File: config.mk
export PLATFORM = sky130hd
export DESIGN_NAME = scan_display_mux
export DESIGN_NICKNAME = d
export VERILOG_FILES = /design/src/rtl/scan_display_mux.sv
export SDC_FILE = /design/constraint.sdc
export NUM_CORES = 1
export LEC_CHECK = 0
export CAP_MARGIN = 30
export CORE_MARGIN = 3
export CORE_UTILIZATION = 50
export CTS_CLUSTER_SIZE = 30
export DETAILED_ROUTE_END_ITERATION = 8
export PLACE_DENSITY_LB_ADDON = 0.25
export SETUP_SLACK_MARGIN = 0.4
export SLEW_MARGIN = 10
export SYNTH_ARGS = -nofsm -noshare
export SYNTH_HDL_FRONTEND = slang
export SYNTH_SLANG_ARGS = --single-unit
File: constraint.sdc
create_clock -name clock -period 4.6 [get_ports clock]
set_clock_uncertainty 0.05 [all_clocks]
set_input_delay 1.15 -clock clock [delete_from_list [all_inputs] [get_ports clock]]
set_output_delay 1.15 -clock clock [all_outputs]
set_load 0.03 [all_outputs]
File: src/rtl/scan_display_mux.sv
// rtl/scan_display_mux.sv - time-multiplexed hex 7-segment scanner with blanking, PWM and frame capture
module scan_display_mux #(
    parameter int NDIG      = 4,
    parameter int SCAN_DIV  = 100000,
    parameter int BLANK_CYC = 1000
) (
    input  logic                clock,
    input  logic                reset,
    input  logic [4*NDIG-1:0]   digits,
    input  logic [NDIG-1:0]     dp,
    input  logic [NDIG-1:0]     digit_en,
    input  logic                lzb,
    input  logic [3:0]          bright,
    output logic [6:0]          seg,
    output logic                dp_n,
    output logic [NDIG-1:0]     an,
    output logic                frame_tick
);

    localparam int CW = $clog2(SCAN_DIV);
    localparam int SW = $clog2(NDIG);
    localparam logic [CW-1:0] CNT_MAX = CW'(SCAN_DIV - 1);
    localparam logic [CW-1:0] BLANK   = CW'(BLANK_CYC);
    localparam logic [SW-1:0] SEL_MAX = SW'(NDIG - 1);

    logic [CW-1:0]      r_cnt;
    logic [SW-1:0]      r_sel;
    logic [3:0]         r_pwm;
    logic [4*NDIG-1:0]  r_sh_digits;
    logic [NDIG-1:0]    r_sh_dp;
    logic [NDIG-1:0]    r_sh_en;
    logic               r_sh_lzb;
    logic [3:0]         r_sh_bright;
    logic [6:0]         r_seg;
    logic               r_dp_n;
    logic [NDIG-1:0]    r_an;
    logic               r_frame_tick;

    logic               w_load;
    logic               w_cnt_wrap;
    logic               w_sel_wrap;
    logic [4*NDIG-1:0]  w_digits;
    logic [NDIG-1:0]    w_dp;
    logic [NDIG-1:0]    w_en;
    logic               w_lzb;
    logic [3:0]         w_bright;
    logic [NDIG-1:0]    w_blank;
    logic               w_zero;
    logic [3:0]         w_dig;
    logic               w_lit;
    logic [NDIG-1:0]    w_an_next;

    function automatic logic [6:0] hex_to_seg(input logic [3:0] v);
        case (v)
            4'h0: hex_to_seg = 7'h40;
            4'h1: hex_to_seg = 7'h79;
            4'h2: hex_to_seg = 7'h24;
            4'h3: hex_to_seg = 7'h30;
            4'h4: hex_to_seg = 7'h19;
            4'h5: hex_to_seg = 7'h12;
            4'h6: hex_to_seg = 7'h02;
            4'h7: hex_to_seg = 7'h78;
            4'h8: hex_to_seg = 7'h00;
            4'h9: hex_to_seg = 7'h10;
            4'hA: hex_to_seg = 7'h08;
            4'hB: hex_to_seg = 7'h03;
            4'hC: hex_to_seg = 7'h46;
            4'hD: hex_to_seg = 7'h21;
            4'hE: hex_to_seg = 7'h06;
            default: hex_to_seg = 7'h0E;
        endcase
    endfunction

    assign w_load     = (r_sel == '0) && (r_cnt == '0);
    assign w_cnt_wrap = (r_cnt == CNT_MAX);
    assign w_sel_wrap = (r_sel == SEL_MAX);

    // On the capture cycle the fresh inputs are used directly so the new frame starts coherent.
    assign w_digits = w_load ? digits   : r_sh_digits;
    assign w_dp     = w_load ? dp       : r_sh_dp;
    assign w_en     = w_load ? digit_en : r_sh_en;
    assign w_lzb    = w_load ? lzb      : r_sh_lzb;
    assign w_bright = w_load ? bright   : r_sh_bright;

    always_comb begin
        w_blank = '0;
        w_zero  = w_lzb;
        for (int i = NDIG - 1; i >= 1; i--) begin
            w_zero     = w_zero && (w_digits[4*i +: 4] == 4'h0);
            w_blank[i] = w_zero;
        end
    end

    assign w_dig = w_digits[4*r_sel +: 4];
    assign w_lit = (r_cnt >= BLANK) && w_en[r_sel] && (r_pwm <= w_bright) && !w_blank[r_sel];

    always_comb begin
        w_an_next = '1;
        if (w_lit) begin
            w_an_next[r_sel] = 1'b0;
        end
    end

    always_ff @(posedge clock) begin
        if (!reset) begin
            r_cnt        <= '0;
            r_sel        <= '0;
            r_pwm        <= 4'd0;
            r_sh_digits  <= '0;
            r_sh_dp      <= '0;
            r_sh_en      <= '0;
            r_sh_lzb     <= 1'b0;
            r_sh_bright  <= 4'd0;
            r_seg        <= 7'h7F;
            r_dp_n       <= 1'b1;
            r_an         <= '1;
            r_frame_tick <= 1'b0;
        end else begin
            r_pwm <= r_pwm + 4'd1;
            if (w_cnt_wrap) begin
                r_cnt <= '0;
                r_sel <= w_sel_wrap ? '0 : r_sel + 1'b1;
            end else begin
                r_cnt <= r_cnt + 1'b1;
            end
            if (w_load) begin
                r_sh_digits <= digits;
                r_sh_dp     <= dp;
                r_sh_en     <= digit_en;
                r_sh_lzb    <= lzb;
                r_sh_bright <= bright;
            end
            r_seg        <= w_lit ? hex_to_seg(w_dig) : 7'h7F;
            r_dp_n       <= w_lit ? ~w_dp[r_sel] : 1'b1;
            r_an         <= w_an_next;
            r_frame_tick <= w_cnt_wrap && w_sel_wrap;
        end
    end

    assign seg        = r_seg;
    assign dp_n       = r_dp_n;
    assign an         = r_an;
    assign frame_tick = r_frame_tick;

endmodule

; Yosys cells after proc, flatten, opt, wreduce, memory -nomap -nowiden
; Memory sizes are Yosys's and may differ from the RTL's. A register that Yosys moved wholly into a read port is not among the register bits.
; Cells that the tools add are included.
[totals]
romBits = 112
n_memories = 1
input_bits = 31
register_bits = 58
[memory_table]
columns = name, words, word_bits, read_ports, rd_clocked_by_memory_dff, write_ports, line_no
row1 = (no name shown), 16, 7, 1, 1, 0, 54  ; case (v)
[classes]
order_cmp = 4
n_reduce_logical = 18
mux = 14
n_shift = 1
bitwise = 3
add_sub_neg = 3
n_eq_ne = 2
[op_table]
columns = cell, count
row1 = adder 17 x 1 -> 17 bit (second input constant), 1
row2 = == test 17 bit (second input constant), 1
row3 = >= comparator 17 x 10 -> 1 bit (second input constant), 1
row4 = zero test 17 bit, 1
row5 = 2-to-1 mux 16 bit, 1
row6 = indexed part select 16 x 5 -> 4 bit, 1
row7 = zero test 4 bit, 3
row8 = 2-to-1 mux 4 bit, 3
row9 = logical AND 1 bit, 9
row10 = binary-select mux 1 bit (select 2 bit), 3
row11 = 2-to-1 mux 1 bit, 5
row12 = adder 4 x 1 -> 4 bit (second input constant), 1
row13 = less-or-equal comparator 4 bit, 1
row14 = inverter 4 bit, 1
row15 = less-than comparator 2 x 3 -> 1 bit (second input constant), 1
row16 = adder 2 x 1 -> 2 bit (second input constant), 1
row17 = demux 1 bit (select 2 bit), 1
row18 = == test 2 bit (second input constant), 1
row19 = >= comparator 2 x 1 -> 1 bit (second input constant), 1
row20 = zero test 1 bit, 2
row21 = zero test 2 bit, 1
row22 = 2-to-1 mux 2 bit, 1
row23 = inverter 1 bit, 2
row24 = AND reduction 2 bit, 1
row25 = OR reduction 2 bit, 1

; Longest topological paths before layout
; Gate-level depths: netlist of run 1.
[depth]
ltp_word = 13
depth_mapped = 18

; Worst setup path before layout of run 1
; No wires, ideal clock.
[synth_timing]
path_type = reg2reg
from = reg r_cnt[13]
to = reg r_seg[6], in the netlist seg[6]
path_slack_ns = 0.487
stages_incl_launch_ff = 18
required_ns = 4.423
arrival_time_ns = 3.936
period_less_slack_ns = 4.113
setup_ns = 0.127
cell_sequence = dfxtp_1 -> or3_4 -> or4_4 -> buf_6 -> nor3_4 -> buf_8 -> buf_4 -> buf_2 -> mux2i_1 -> ha_1 -> nor2b_1 -> o21a_1 -> o21a_1 -> o21ai_0 -> o311ai_0 -> nor3_2 -> buf_4 -> o211ai_1
[synth_between]
elab_chain_len = 13
[synth_lines]
columns = item, line_no
row1 = start: declaration, 26  ; logic [CW-1:0] r_cnt;
row2 = start signal: assignment, 124  ; r_cnt <= r_cnt + 1'b1;
row3 = zero test 17 bit, 74  ; assign w_load = (r_sel == '0) && (r_cnt == '0);
row4 = logical AND 1 bit, 74
row5 = 2-to-1 mux 16 bit, -
row6 = zero test 4 bit, 89  ; w_zero = w_zero && (w_digits[4*i +: 4] == 4'h0);
row7 = logical AND 1 bit (3 in series), 89
row8 = binary-select mux 1 bit (select 2 bit), 95  ; assign w_lit = (r_cnt >= BLANK) && w_en[r_sel] && (r_pwm <= w_bright) && !w_blank[r_sel];
row9 = 2-to-1 mux 1 bit (not written as such), 95
row10 = zero test 1 bit, 95
row11 = logical AND 1 bit, 95
row12 = AND reduction 2 bit (no source line), -
row13 = zero test 1 bit (no source line), -
row14 = end: declaration, 34  ; logic [6:0] r_seg;
; Parallel ways exist; a longest one is shown, timed or not. The select of a mux whose other input is x is not followed.
; A chain may end at the register's enable or synchronous reset.

; Final worst setup path of run 1
[layout_timing]
from = reg r_cnt[13]
to = reg r_seg[3], in the netlist seg[3]
; Same word-level chain as after synthesis.

==> tab_implementation.tex, run 1 <==
\begin{tabular}{lr}
\hline
Metric & Value \\
\hline
\multicolumn{2}{l}{\textbf{Synth}} \\
Flip-flop and latch count after synthesis & 65 \\
Share of the yosys chip area belonging to registers & 40.1\% \\
Net count after synthesis & 377 \\
Top cells by area, synth & dfxtp\_1, mux2i\_1, ha\_1, nor2b\_1, mux4\_2 \\
Cell with the most instances after synthesis & dfxtp\_1 \\
Cell type with the largest total area after synthesis & dfxtp\_1 \\
Number of standard cells after synthesis & 329 \\
Most used DFF post-synth & dfxtp\_1 \\
Synthesized area per cell & 9.87 µm² \\
Post-synthesis instance area & 0.00325 mm² \\
Distinct cells, synth & 52 \\
EDFF count, synth & 0 \\
Number of warnings issued by yosys & 0 \\
Fraction of synthesis flops using an asynchronous set or reset pin & 0\% \\
Area share of the leading cell type in the synthesized netlist & 40.1\% \\
Ranking of synthesized cells by instance count & dfxtp\_1, mux2i\_1, nor2b\_1 \\
\multicolumn{2}{l}{\textbf{Worst setup path}} \\
Crit path DAT & 4.02 ns \\
Launching element of the worst setup path & r\_cnt[13] \\
Count of cells along the worst register-to-register path & 10 \\
Capturing point of the worst reg2reg path & seg[3] \\
Critical path capture point & seg[3] \\
Crit path required time & 4.78 ns \\
Start-to-end type of the worst setup path & flip-flop to flip-flop \\
Worst Path Max Fanout & 27 \\
CP startpoint kind & flip-flop \\
Register-to-register setup slack & 0.76 ns \\
Worst reg2reg path startpoint & r\_cnt[13] \\
CP Capture Type & flip-flop \\
\multicolumn{2}{l}{\textbf{Clock tree}} \\
Clock tree from TritonCTS & built \\
Number of buffers created by CTS & 9 \\
Post-CTS Setup Repair Bufs & 0 \\
Clock-pin slew reported for the worst setup and hold paths after clock tree synthesis & 0.07 ns \\
Clock Latency Late Sink & 0.34 ns \\
Clock Path Buffers & 2 \\
Post-CTS Hold Fix Bufs & 0 \\
Level count of the clock H-tree & 3 \\
TritonCTS sink count & 65 \\
Root buffer selected by CTS & clkbuf\_8 \\
\multicolumn{2}{l}{\textbf{Layout}} \\
Finished Layout Cells & 451 \\
Core utilization of the finished layout & 64.2\% \\
Total inserted antenna cells & 0 \\
Total Nets Final & 420 \\
Fraction of final layout cells with drive strength greater than 1 & 9.57\% \\
Register cell area after layout & 0.00130 mm² \\
Area grow syn2layout & 20.6\% \\
Area occupied by multi-input gates & 0.00184 mm² \\
Fillers & 530 \\
\multicolumn{2}{l}{\textbf{Global routing}} \\
Peak-usage layer in the global routing report & met2 \\
Global Route Usage Sum & 20.0\% \\
GR Layer Usage met2 & 31.8\% \\
Wire length of the first global-routing pass & 11,800 µm \\
Met3 Use GR & 6.18\% \\
Remaining Overflow, GRT & 0 \\
Met1 layer usage reported by global route & 25.9\% \\
Maximum number of pins on one net before global-route repair & 42 \\
Antenna violations before repair & 0 \\
Number of global-route vias before repair & 2,548 \\
\multicolumn{2}{l}{\textbf{Power}} \\
Lkg Pwr & 0.00158 µW \\
Power per cell area & 338 mW/mm² \\
Worst vdd ir & 0.000286 V \\
Overall power of the completed layout & 1320 µW \\
\multicolumn{2}{l}{\textbf{Floorplan}} \\
Ports & 44 \\
Standard cell core area & 0.00610 mm² \\
Initial standard-cell utilization of the core & 53.2\% \\
Site row count & 28 \\
Die extent in y & 86.6 µm \\
Total Die Area & 0.00749 mm² \\
Die Width & 86.6 µm \\
\multicolumn{2}{l}{\textbf{Placement}} \\
Final HPWL DP & 4980 µm \\
Routability Congestion & 0.889 \\
Number of buffer cells added on primary ports & 43 \\
Cells after DPL & 436 \\
\multicolumn{2}{l}{\textbf{Outcome}} \\
Run status & finished, final reports clean \\
\multicolumn{2}{l}{\textbf{STA}} \\
Final setup TNS & 0 ns \\
Transition time at the pin with the least slew margin & 0.804 ns \\
Slew HR & 45.0\% \\
Hold Fails Final Rpt & 0 \\
Tmin final & 3.84 ns \\
Finish-stage setup viols & 0 \\
RSZ-0062 raised after global routing & false \\
Hold slack final & 0.428 ns \\
Final worst-path cycle share & 83.5\% \\
Highest achievable clock rate & 0.260 GHz \\
Count of final max-slew check failures & 0 \\
\multicolumn{2}{l}{\textbf{Drt}} \\
Mean routed wirelength per cell & 15.4 µm \\
Antenna-violating nets left & 0 \\
Total length of routed wires & 6940 µm \\
Ratio of routed vias to standard cells & 5.52 \\
1st-iter DRT viols & 112 \\
Number of vias after detailed routing & 2,488 \\
Remaining design rule violation count & 0 \\
First-pass iteration count of the detailed router & 4 \\
\multicolumn{2}{l}{\textbf{Job}} \\
Max-cap check violation count & 0 \\
\multicolumn{2}{l}{\textbf{Min path}} \\
Hold crit path type & flip-flop to flip-flop \\
\hline
\end{tabular}
## layer usage
layer	wire, µm	share of wire (%)
met5	0	0
met4	142	2.0
met3	368	5.3
met2	3260	47
met1	3170	46
## through the flow
step                      area (µm²)  setup slack [ns]
after floorplan                 3250             0.487
after global placement          3710             0.818
after detailed placement        3710             0.763
after CTS                       3910             0.750
after global routing            3910             0.470
final                           3910             0.758
## kinds of logic (layout without fill, tap and decap cells)
group | Yosys count | in the layout | share of synthesized area (%)
buf+inv | 23 | 70 | 3.51
simple gates | 136 | 136 | 23.4
xor+xnor | 19 | 19 | 5.13
fa+ha+maj | 17 | 17 | 6.55
mux | 40 | 40 | 14.8
flops | 65 | 65 | 40.1
compound gates | 29 | 29 | 6.55
## final cells by class
cell class                 count  area share, %
multi-input combinational    241           46.9
sequential                    65           33.2
timing repair buffer          46           11.6
clock buffer                  12           3.96
tap                           75           2.40
clock inverter                 3           1.02
inverter                       9          0.863
## layout by cell type (no fill, tap or decap), types with 6 or more instances in the layout
cell	count
mux4_2	6
xor2_1	11
or4_1	6
nor2b_1	30
inv_1	7
and2_1	6
nor2_1	19
dfxtp_1	65
mux2i_1	30
and3_1	8
nor4_1	7
clkbuf_8	11
ha_1	17
nand2_1	25
xnor2_1	8
clkdlybuf4s50_1	43
nand3_1	14
## power by group
group          switching [µW]  leakage, µW  internal [µW]  total [µW]
logic                     119     0.000948            121         240
clock network             204     0.000102            275         479
registers                15.1     0.000531            591         606
## worst min path at each step
| stage | slack [ns] | from | to | cells past startpoint |
|---|---|---|---|---|
| floorplan | 0.38 | r_cnt[0] | r_cnt[0] | 1 |
| global placement | 0.39 | r_cnt[0] | r_cnt[0] | 1 |
| CTS | 0.42 | r_cnt[0] | r_cnt[0] | 1 |
| finish | 0.43 | r_cnt[0] | r_cnt[0] | 1 |
| global route | 0.47 | r_pwm[0] | r_pwm[0] | 1 |
| detailed placement | 0.41 | r_cnt[0] | r_cnt[0] | 1 |
## worst max-delay path, cell delays in order, from the launching register on
cell,delay (ns)
dfxtp_1,0.34
or3_4,0.41
or4_4,0.47
nor3_4,0.40
buf_4,0.47
mux2i_1,0.15
mux4_2,0.58
ha_1,0.29
or3_1,0.38
a21oi_1,0.13
o21ai_1,0.06
## registers in the layout, summed over array words and instances (netlist names), 2 cells and up
| register | count |
|---|---|
| r_sh_en | 4 |
| r_sh_bright | 4 |
| r_cnt | 17 |
| r_sel | 2 |
| seg | 7 |
| r_pwm | 4 |
| r_sh_digits | 16 |
| r_sh_dp | 4 |
| an | 4 |
## timing repair
item | 4_1_cts | 5_1_grt
resized for setup | 0 | 1
endpoints found under the setup margin | 0 | 3
endpoints found under the hold margin | 0 | 0
No activity file was read; power rests on OpenSTA's default activity.
==> run 2: changes to the inputs <==
- clock period: 4.6 -> 3.8 ns (I/O delays scaled with it)
==> run 2 against run 1 <==
  * Final cell count increased by 7.1%
  * First-iteration DRC count up 18%
  * Worst setup slack got worse by 0.31 ns
  * Global-route usage is 0.42 points higher
  * Design area increased by 9.0%
  * Sequential power up 21%
  * Register-to-register slack got worse by 0.31 ns
  * Total power rose by 27%
  * Die area unchanged
  * Via count rose by 6.4%
  * Highest routed layer unchanged
==> tab_implementation.tex, run 2 (synthesized netlist as in run 1, its figures left out) <==
\begin{tabular}{lr}
\hline
Metric & Value \\
\hline
\multicolumn{2}{l}{\textbf{Layout}} \\
Finished Layout Cells & 483 (was 451) \\
Commonest non-fill, non-tap cell in the layout & dfxtp\_1 (unchanged) \\
Total Nets Final & 451 (was 420) \\
Area grow syn2layout & 31.4\% (was 20.6\%) \\
Commonest cells after routing, fill and taps aside & dfxtp\_1, clkdlybuf4s50\_1, nor2b\_1, buf\_4, nand2\_1 (was dfxtp\_1, clkdlybuf4s50\_1, mux2i\_1, nor2b\_1, nand2\_1) \\
Number of flip-flops under the largest register name & 17 (unchanged) \\
Area occupied by multi-input gates & 0.00192 mm² (was 0.00184 mm²) \\
Final cell area excluding filler cells & 0.00426 mm² (was 0.00391 mm²) \\
Register cell area after layout & 0.00130 mm² (about the same) \\
Register name with the most flops & r\_cnt (unchanged) \\
Fraction of final layout cells with drive strength greater than 1 & 20.3\% (was 9.57\%) \\
Fillers & 465 (was 530) \\
Total inserted antenna cells & 0 (unchanged) \\
\multicolumn{2}{l}{\textbf{Drt}} \\
1st-iter DRT viols & 132 (was 112) \\
Remaining design rule violation count & 0 (unchanged) \\
Antenna-violating nets left & 0 (unchanged) \\
Mean routed wirelength per cell & 15.3 µm (was 15.4 µm) \\
Total length of routed wires & 7370 µm (was 6940 µm) \\
Number of vias after detailed routing & 2,646 (was 2,488) \\
Ratio of routed vias to standard cells & 5.48 (was 5.52) \\
First-pass iteration count of the detailed router & 4 (unchanged) \\
\multicolumn{2}{l}{\textbf{Min path}} \\
Hold crit path type & flip-flop to flip-flop (unchanged) \\
\multicolumn{2}{l}{\textbf{Worst setup path}} \\
Crit path required time & 3.98 ns (was 4.78 ns) \\
CP Capture Type & flip-flop (unchanged) \\
Crit path DAT & 3.54 ns (was 4.02 ns) \\
Capturing point of the worst reg2reg path & seg[3] (unchanged) \\
Worst Path Max Fanout & 10 (was 27) \\
Cell breakdown of the critical path & or3\_4, or4\_4, nor3\_4, buf\_6, buf\_4, buf\_12, mux2i\_1, mux4\_2, ha\_4, or3\_1, a21oi\_1, o21ai\_1 (was or3\_4, or4\_4, nor3\_4, buf\_4, mux2i\_1, mux4\_2, ha\_1, or3\_1, a21oi\_1, o21ai\_1) \\
Count of cells along the worst register-to-register path & 12 (was 10) \\
CP startpoint kind & flip-flop (unchanged) \\
Launching element of the worst setup path & r\_cnt[13] (unchanged) \\
Standard cell with the maximum stage delay on the critical path & mux4\_2 (unchanged) \\
Register-to-register setup slack & 0.45 ns (was 0.76 ns) \\
Slowest stage delay, CP & 0.54 ns (was 0.58 ns) \\
Critical path capture point & seg[3] (unchanged) \\
Start-to-end type of the worst setup path & flip-flop to flip-flop (unchanged) \\
Worst reg2reg path startpoint & r\_cnt[13] (unchanged) \\
\multicolumn{2}{l}{\textbf{Global routing}} \\
GR Layer Usage met2 & 34.4\% (was 31.8\%) \\
Met1 layer usage reported by global route & 25.0\% (was 25.9\%) \\
Wire length of the first global-routing pass & 12,100 µm (was 11,800 µm) \\
Peak-usage layer in the global routing report & met2 (unchanged) \\
Met3 Use GR & 5.04\% (was 6.18\%) \\
Number of global-route vias before repair & 2,563 (was 2,548) \\
Maximum number of pins on one net before global-route repair & 17 (was 42) \\
Antenna violations before repair & 0 (unchanged) \\
Global Route Usage Sum & 20.5\% (was 20.0\%) \\
Remaining Overflow, GRT & 0 (unchanged) \\
\multicolumn{2}{l}{\textbf{Power}} \\
Net switching power & 445 µW (was 338 µW) \\
Power per cell area & 395 mW/mm² (was 338 mW/mm²) \\
Combinational group share of total power & 22.3\% (was 18.1\%) \\
Clock power share & 34.0\% (was 36.1\%) \\
Lkg Pwr & 0.00175 µW (was 0.00158 µW) \\
Internal & 1240 µW (was 987 µW) \\
Worst vdd ir & 0.000335 V (was 0.000286 V) \\
Share of power burned in registers & 43.6\% (was 45.8\%) \\
Overall power of the completed layout & 1680 µW (was 1320 µW) \\
Fraction of power spent switching nets & 26.4\% (was 25.5\%) \\
\multicolumn{2}{l}{\textbf{STA}} \\
Transition time at the pin with the least slew margin & 0.810 ns (was 0.804 ns) \\
Final setup TNS & 0 ns (unchanged) \\
Tmin final & 3.35 ns (was 3.84 ns) \\
Count of final max-slew check failures & 0 (unchanged) \\
Finish-stage setup viols & 0 (unchanged) \\
Slack of the critical path & 0.445 ns (was 0.758 ns) \\
RSZ-0062 raised after global routing & true (was false) \\
Hold Fails Final Rpt & 0 (unchanged) \\
Highest achievable clock rate & 0.298 GHz (was 0.260 GHz) \\
Final worst-path cycle share & 88.3\% (was 83.5\%) \\
Slew HR & 45.5\% (was 45.0\%) \\
\multicolumn{2}{l}{\textbf{Floorplan}} \\
Die extent in y & 86.6 µm (unchanged) \\
Ports & 44 (unchanged) \\
Site row count & 28 (unchanged) \\
Initial standard-cell utilization of the core & 53.2\% (unchanged) \\
Standard cell core area & 0.00610 mm² (unchanged) \\
Die Width & 86.6 µm (unchanged) \\
Total Die Area & 0.00749 mm² (unchanged) \\
\multicolumn{2}{l}{\textbf{Clock tree}} \\
Clock-pin slew reported for the worst setup and hold paths after clock tree synthesis & 0.07 ns (about the same) \\
Level count of the clock H-tree & 3 (unchanged) \\
Root buffer selected by CTS & clkbuf\_8 (unchanged) \\
Clock Latency Late Sink & 0.34 ns (about the same) \\
TritonCTS sink count & 65 (unchanged) \\
Number of buffers created by CTS & 9 (unchanged) \\
Clock tree from TritonCTS & built (unchanged) \\
Clock Path Buffers & 2 (unchanged) \\
\multicolumn{2}{l}{\textbf{Placement}} \\
Final HPWL DP & 5190 µm (was 4980 µm) \\
Cells after DPL & 442 (was 436) \\
Number of buffer cells added on primary ports & 43 (unchanged) \\
Pre-CTS setup slack & 0.0963 ns (was 0.763 ns) \\
Routability Congestion & 0.926 (was 0.889) \\
Dpl cell area & 0.00378 mm² (was 0.00371 mm²) \\
\multicolumn{2}{l}{\textbf{Outcome}} \\
Run status & finished, final reports clean (unchanged) \\
\multicolumn{2}{l}{\textbf{Job}} \\
Max-cap check violation count & 0 (unchanged) \\
\hline
\end{tabular}
## run 2: worst min-delay path by stage
stage                   from        to  cells after the start
global placement    r_cnt[0]  r_cnt[0]                      1
finish              r_cnt[0]  r_cnt[0]                      1
CTS                 r_cnt[0]  r_cnt[0]                      1
global route        r_pwm[0]  r_pwm[0]                      1
detailed placement  r_cnt[0]  r_cnt[0]                      1
floorplan           r_cnt[0]  r_cnt[0]                      1
## run 2: layout make-up
| cell class | instances | area share, % |
|---|---|---|
| Timing Repair Buffer | 77 | 16.9 |
| Multi-Input combinational cell | 241 | 45.0 |
| Sequential cell | 65 | 30.6 |
| Inverter | 9 | 0.792 |
| Tap cell | 75 | 2.20 |
| Clock buffer | 10 | 3.23 |
| Clock inverter | 6 | 1.35 |
## run 2: power groups by stage
stage          Sequential [µW]  Clock, µW  Combinational [µW]
2_1_floorplan              743          0                 223
3_3_place_gp               747          0                 292
3_5_place_dp               748          0                 302
4_1_cts                    733        588                 321
5_1_grt                    739        617                 408
6_report                   735        574                 376
## run 2: per-layer routing
metal | share of wire (%) | vias up
met5 | 0 | -
met4 | 1.8 | 0
met3 | 5.0 | 13
met2 | 49 | 54
met1 | 44 | 1263
li1 | - | 1316
## run 2: critical path, delay by kind of cell, from the launching register on
kind / cells / cell delay [ns]
mux: 2 / 0.65
flops: 1 / 0.33
compound gates: 2 / 0.24
fa+ha+maj: 1 / 0.21
simple gates: 4 / 1.38
buf+inv: 3 / 0.39
## run 2: repair_timing
item                       4_1_cts  5_1_grt
gates cloned                     1        0
resized for setup                9       14
hold endpoints to repair         0        0
pin swaps                        6       10
setup endpoints to repair       12       12
buffers inserted                 9       15
hold buffers                     0        0
## run 2: through the flow
step / hold slack [ns] / util (%)
detailed placement: 0.401 / 62.1
global placement: 0.392 / 62.1
global route: 0.447 / 70.0
CTS: 0.416 / 66.9
floorplan: 0.380 / -
finish: 0.415 / 70.0
